**config.mk**
```make
export PLATFORM = sky130hd
export DESIGN_NAME = rs_enc_param
export DESIGN_NICKNAME = d
export VERILOG_FILES = /design/src/rtl/rs_pkg.sv /design/src/rtl/rs_par_stage.sv /design/src/rtl/rs_enc_param.sv
export SDC_FILE = /design/constraint.sdc
export NUM_CORES = 1
export LEC_CHECK = 0
export BUFFER_PORTS_ARGS = -buffer_cell sky130_fd_sc_hd__buf_2
export CAP_MARGIN = 20
export CORE_MARGIN = 2
export CORE_UTILIZATION = 36
export CTS_BUF_LIST = sky130_fd_sc_hd__clkbuf_8
export CTS_CLUSTER_DIAMETER = 100
export DETAILED_ROUTE_END_ITERATION = 8
export PLACE_DENSITY_LB_ADDON = 0.15
export SETUP_SLACK_MARGIN = 0.4
export SKIP_LAST_GASP = 1
export SYNTH_ARGS = -nofsm -noshare
export SYNTH_HDL_FRONTEND = slang
export SYNTH_SLANG_ARGS = --single-unit
```
**constraint.sdc**
```tcl
create_clock -name clk -period 5.4 [get_ports clk]
set_input_delay 0 -clock clk [delete_from_list [all_inputs] [get_ports clk]]
set_output_delay 0 -clock clk [all_outputs]
set_load 0.005 [all_outputs]
```
**src/rtl/rs_pkg.sv**
```systemverilog
// ============================================================================
//  Module      : rs_pkg
//  Description : GF(2^SW) arithmetic helpers and shared types for the
//                parametrised Reed-Solomon encoder.
//  Revision    : 1.0 - initial release
// ============================================================================
`default_nettype none

package rs_pkg;

    localparam int MAX_NPAR = 64;

    typedef logic [MAX_NPAR-1:0][15:0] coef_vec_t;

    typedef enum logic [1:0] {
        IDLE   = 2'd0,
        DATA   = 2'd1,
        PARITY = 2'd2
    } state_t;

    // Shift-and-add multiply; the result stays below 2^sw for inputs below 2^sw.
    function automatic int unsigned gf_mul(input int unsigned a, input int unsigned b,
                                           input int sw, input int unsigned poly);
        int unsigned p;
        int unsigned x;
        p = 0;
        x = a;
        for (int i = 0; i < 16; i++) begin
            if (i < sw) begin
                if (b[i]) p = p ^ x;
                x = x << 1;
                if (x[sw]) x = x ^ poly;
            end
        end
        return p;
    endfunction

    function automatic int unsigned gf_pow(input int e, input int sw, input int unsigned poly);
        int unsigned r;
        r = 1;
        for (int i = 0; i < e; i++) r = gf_mul(r, 2, sw, poly);
        return r;
    endfunction

    // Expands prod(x + alpha^(fcr+i)); entry j is the coefficient of x^j.
    function automatic coef_vec_t gen_poly(input int npar, input int fcr, input int sw,
                                           input int unsigned poly);
        logic [MAX_NPAR:0][15:0] g;
        int unsigned root;
        coef_vec_t res;
        g    = '0;
        g[0] = 16'd1;
        for (int i = 0; i < npar; i++) begin
            root = gf_pow(fcr + i, sw, poly);
            for (int j = i + 1; j > 0; j--)
                g[j] = g[j-1] ^ 16'(gf_mul(32'(g[j]), root, sw, poly));
            g[0] = 16'(gf_mul(32'(g[0]), root, sw, poly));
        end
        for (int j = 0; j < MAX_NPAR; j++) res[j] = g[j];
        return res;
    endfunction

endpackage

`default_nettype wire

```
**src/rtl/rs_par_stage.sv**
```systemverilog
// ============================================================================
//  Module      : rs_par_stage
//  Description : One parity register of the RS division LFSR with its
//                constant generator-coefficient multiply.
//  Revision    : 1.0 - initial release
// ============================================================================
`default_nettype none

module rs_par_stage
    import rs_pkg::*;
#(
    parameter int          SW        = 8,
    parameter int unsigned PRIM_POLY = 'h11D,
    parameter int unsigned COEF      = 1
) (
    input  logic          clk,
    input  logic          rst,
    input  logic [SW-1:0] fb,
    input  logic [SW-1:0] prev,
    input  logic          shift_en,
    input  logic          fb_en,
    output logic [SW-1:0] par
);

    logic [SW-1:0] prod;

    always_comb begin
        prod = fb_en ? SW'(gf_mul(32'(fb), COEF, SW, PRIM_POLY)) : '0;
    end

    always_ff @(posedge clk or negedge rst) begin
        if (!rst) begin
            par <= '0;
        end else if (shift_en) begin
            par <= prev ^ prod;
        end
    end

endmodule

`default_nettype wire

```
**src/rtl/rs_enc_param.sv**
```systemverilog
// ============================================================================
//  Module      : rs_enc_param
//  Description : Streaming systematic RS encoder: passes message symbols
//                through, then appends NPAR parity symbols in-band.
//  Revision    : 1.0 - initial release
// ============================================================================
`default_nettype none

module rs_enc_param
    import rs_pkg::*;
#(
    parameter int          SW        = 8,
    parameter int unsigned PRIM_POLY = 'h11D,
    parameter int          FCR       = 0,
    parameter int          NPAR      = 16,
    parameter int          KMAX      = 239
) (
    input  logic          clk,
    input  logic          rst,
    input  logic          in_valid,
    output logic          in_ready,
    input  logic [SW-1:0] in_data,
    input  logic          in_last,
    output logic          out_valid,
    input  logic          out_ready,
    output logic [SW-1:0] out_data,
    output logic          out_last,
    output logic          out_par,
    output logic          err_len
);

    localparam int              MCW      = $clog2(KMAX + 1);
    localparam int              PCW      = $clog2(NPAR + 1);
    localparam coef_vec_t       GEN      = gen_poly(NPAR, FCR, SW, PRIM_POLY);
    localparam logic [MCW-1:0]  MSG_LAST = MCW'(KMAX - 1);
    localparam logic [PCW-1:0]  PAR_LAST = PCW'(NPAR - 1);

    state_t          state;
    logic [MCW-1:0]  msg_cnt;
    logic [PCW-1:0]  par_cnt;
    logic [SW-1:0]   r [0:NPAR-1];
    logic [SW-1:0]   fb;
    logic            load;
    logic            accept;
    logic            last_sym;
    logic            par_emit;
    logic            shift_en;

    always_comb begin
        load     = !out_valid || out_ready;
        in_ready = (state != PARITY) && load;
        accept   = in_valid && in_ready;
        last_sym = in_last || (msg_cnt == MSG_LAST);
        par_emit = (state == PARITY) && load;
        shift_en = accept || par_emit;
        fb       = in_data ^ r[NPAR-1];
    end

    // Feedback is gated off while draining, so the chain becomes a plain shift.
    generate
        for (genvar i = 0; i < NPAR; i++) begin : g_stage
            logic [SW-1:0] prev;
            if (i == 0) begin : g_first
                assign prev = '0;
            end else begin : g_chain
                assign prev = r[i-1];
            end
            rs_par_stage #(
                .SW        (SW),
                .PRIM_POLY (PRIM_POLY),
                .COEF      (32'(GEN[i]))
            ) u_stage (
                .clk      (clk),
                .rst      (rst),
                .fb       (fb),
                .prev     (prev),
                .shift_en (shift_en),
                .fb_en    (accept),
                .par      (r[i])
            );
        end
    endgenerate

    always_ff @(posedge clk or negedge rst) begin
        if (!rst) begin
            state     <= IDLE;
            msg_cnt   <= '0;
            par_cnt   <= '0;
            err_len   <= 1'b0;
            out_valid <= 1'b0;
            out_data  <= '0;
            out_last  <= 1'b0;
            out_par   <= 1'b0;
        end else begin
            err_len <= accept && !in_last && (msg_cnt == MSG_LAST);
            if (accept) begin
                msg_cnt <= last_sym ? '0 : msg_cnt + 1'b1;
                state   <= last_sym ? PARITY : DATA;
            end
            if (par_emit) begin
                if (par_cnt == PAR_LAST) begin
                    par_cnt <= '0;
                    state   <= IDLE;
                end else begin
                    par_cnt <= par_cnt + 1'b1;
                end
            end
            if (load) begin
                if (accept) begin
                    out_valid <= 1'b1;
                    out_data  <= in_data;
                    out_par   <= 1'b0;
                    out_last  <= 1'b0;
                end else if (par_emit) begin
                    out_valid <= 1'b1;
                    out_data  <= r[NPAR-1];
                    out_par   <= 1'b1;
                    out_last  <= (par_cnt == PAR_LAST);
                end else begin
                    out_valid <= 1'b0;
                    out_par   <= 1'b0;
                    out_last  <= 1'b0;
                end
            end
        end
    end

endmodule

`default_nettype wire

```
==> metrics.md <==
| Metric | Value |
|---|---|
| Status | completed |
| Overall die area | 25500 sq um |
| Synth Flop Type | dfrtp_1 |
| Setup crit end | g_stage[15].u_stage.par[2] |
| IO buf count | 25 |
| # fillers | 2365 |
| CP arrival | 3.19 ns |
| Req. time, crit path | 5.72 ns |
| DRT iter0 DRCs | 481 |
| Die W | 160 um |
| Crit path capture type | register |
| Largest net degree at the start of global routing | 96 |
| CP Class | reg2reg |
| Final #Nets | 912 |
| EDFF count, synth | 0 |
| CP Depth | 6 |
| Routed wire per std cell | 19.1 um |
| Worst-path clk slew | 0.09 ns |
| IO Pins | 26 |
| Pre-Repair DR Iteration Count | 5 |
| Area Growth Syn to Fin | 11.8% |
| Largest cells by area after synthesis | dfrtp_1, xnor2_1, nand2_1 |
| FF/Latch Area | 3880 sq um |
| Initial antenna violation count | 0 |
| Vias in the first global route | 6209 |
| Setup violators final | 0 |
| Slew Viols, Final | 0 |
| Worst r2r dst | g_stage[15].u_stage.par[2] |
| Fmax | 0.348 GHz |
| Count of cell types in the netlist | 49 |
| Post-Syn Instances | 881 |
| Final WL | 23.5 mm |
| Unrepaired setup endpoints after global routing | false |
| Share of cells above drive strength 1 | 10.2% |
| Slew HR | 27.2% |
| Syn nets | 897 |
| Gpl congestion | 0.767 |
| Yosys warnings | 0 |
| Die Ht | 160 um |
| Crit-path slowest cell | xnor3_1 |
| CTS max path bufs | 2 |
| # Post-CTS Setup Buffers | 0 |
| Root Buffer | clkbuf_8 |
| Seq/Total Area, Yosys | 44.5% |
| Flop2flop setup slack | 2.53 ns |
| Row cnt | 56 |
| Max Cap Viol | 0 |
| Xor-xnor portion of the synthesized cell area | 22.0% |
| Synth area leader | dfrtp_1 |
| Post-CTS Hold Buffers | 14 |
| Crit-path max FO | 9 |
| Area fraction in and, or, nand and nor cells after synthesis | 13.4% |
| First-pass GRT wire length | 37.6 mm |
| Via Count | 6332 |
| Slowest Stage Delay on Critical Path | 0.78 ns |
| Worst R2R Start | g_stage[15].u_stage.par[4] |
| Slew of the pin with the lowest slew margin | 1.08 ns |
| Origin of the worst setup path | g_stage[15].u_stage.par[4] |
| Max Clock Skew | 0.0179 ns |
| Grt total ovfl | 0 |
| Combinational family with the most area after synthesis | XOR/XNOR gates |
| Synth top area share | 44.5% |
| Multiplexer share of the synthesized area | 0.230% |
| Htree depth | 4 |
| Commonest non-fill, non-tap cell in the layout | dfrtp_1 |
| Initial Util | 36.9% |
| Period utilization | 53.2% |
| CTS resizes | 0 |
| Sink Count | 155 |
| Setup TNS Final | 0 ns |
| Commonest non-fill, non-tap cells in the layout | dfrtp_1, nand2_1, xnor2_1 |
| WP buf/inv | 0 |
| Worst skew pair latency | 0.47 ns |
| Routed Antenna Nets | 0 |
| Hold Path Class | in2reg |
| DRC errors left | 0 |
| Total CTS buffers | 17 |
| Crit path max-delay family | XOR/XNOR gates |
| #FFs+latches synth | 155 |
| Multi-input logic area | 4660 sq um |
| Vias per cell | 5.16 |
| Global Route Usage Sum | 19.2% |
| Worst path cell trace | xor2_1 -> xnor3_1 -> xor3_1 -> nor2_1 -> xnor2_1 -> o21ai_0 |
| Adder-cell share of the synthesized area | 0.430% |
| CP startpoint kind | register |
| Ys async rst share | 100% |
| Endpoints failing hold | 0 |
| ANT cells | 0 |
| Compound-cell area share of the yosys netlist | 16.9% |
| Core ar. | 23600 sq um |
| Synthesized area per cell | 9.90 sq um |
| Synthesized cell area | 8720 sq um |
| CTS tree | built |
| Minimum clock period | 2.87 ns |
| FF-to-FF path depth | 6 |
| Post-DP HPWL | 15.3 mm |
[worst min path at each step]
stage	end	depth (start not counted)	start	slack [ns]
global placement	g_stage[11].u_stage.par[2]	1	rst	-0.07
finish	err_len	3	in_last	0.23
CTS	err_len	3	in_last	0.20
floorplan	err_len	0	rst	-0.30
global route	err_len	3	in_last	0.23
detailed placement	g_stage[2].u_stage.par[1]	1	rst	-0.08
[metrics by stage]
step | std cells | hold slack [ns] | cell area (sq um) | setup slack [ns] | utilization, %
after floorplan | 881 | -0.296 | 8720 | 2.97 | -
after global placement | 1180 | -0.0743 | 9170 | 2.22 | 38.8
after detailed placement | 1180 | -0.0804 | 9170 | 2.20 | 38.8
after CTS | 1225 | 0.204 | 9710 | 2.19 | 41.1
after global routing | 1227 | 0.226 | 9750 | 2.35 | 41.3
final | 1227 | 0.228 | 9750 | 2.53 | 41.3
[layer usage]
metal  GRT usage (%)  share of wire, %  vias to the layer above
li1                -                 -                     3140
met1            28.7                50                     3086
met2            29.5                46                       92
met3            2.65               3.1                       14
met4            4.17              0.88                        0
met5               0                 0                        -
[Yosys cell counts (3+ instances only)]
| master | number |
|---|---|
| dfrtp_1 | 155 |
| xnor3_1 | 18 |
| a22oi_1 | 3 |
| or3_1 | 8 |
| a221o_1 | 19 |
| and2_1 | 4 |
| buf_1 | 4 |
| buf_2 | 7 |
| a211o_1 | 5 |
| ha_1 | 3 |
| a311oi_1 | 5 |
| o211ai_1 | 33 |
| xnor2_1 | 119 |
| a31oi_1 | 11 |
| xnor2_2 | 9 |
| a21oi_1 | 18 |
| xnor3_2 | 3 |
| nand2b_1 | 3 |
| a21o_1 | 6 |
| nor2_1 | 100 |
| o311ai_0 | 24 |
| nor3_1 | 14 |
| clkbuf_1 | 44 |
| o21a_1 | 4 |
| a211oi_1 | 10 |
| o21ai_0 | 63 |
| nand2_1 | 126 |
| xor2_1 | 15 |
| nand3_1 | 17 |
[registers in the layout, indices dropped and copies added, names as in the netlist]
signal               flops
g_stage.u_stage.par    128
msg_cnt                  8
out_data                 8
par_cnt                  5
state                    2
err_len                  1
out_last                 1
out_par                  1
out_valid                1
[tightest hold or removal path: stages]
cell and delay (ns):
dlygate4sd3_1 0.52, buf_2 0.10, nor4_1 0.04
[kinds of logic (layout without fill, tap and decap cells)]
logic type               after synthesis  after routing
flip-flops                           155            155
adder cells (fa/ha/maj)                3              3
buffers and inverters                 57             84
AO/OA/AOI/OAI                        212            212
AND/OR/NAND/NOR                      283            283
multiplexers                           2              2
XOR/XNOR                             169            169
[area by class of cell]
type / count / area share, %
multi-input cells: 669 / 47.8
flip-flops and latches: 155 / 39.8
repair buffers: 52 / 4.17
well taps: 319 / 4.09
clock buffers: 19 / 2.68
clock inverters: 12 / 1.44
inverters: 1 / 0.0385
Power is left out: the tool's default activity adds up to more than one toggle a clock period on the data nets, which glitch-free logic cannot reach.
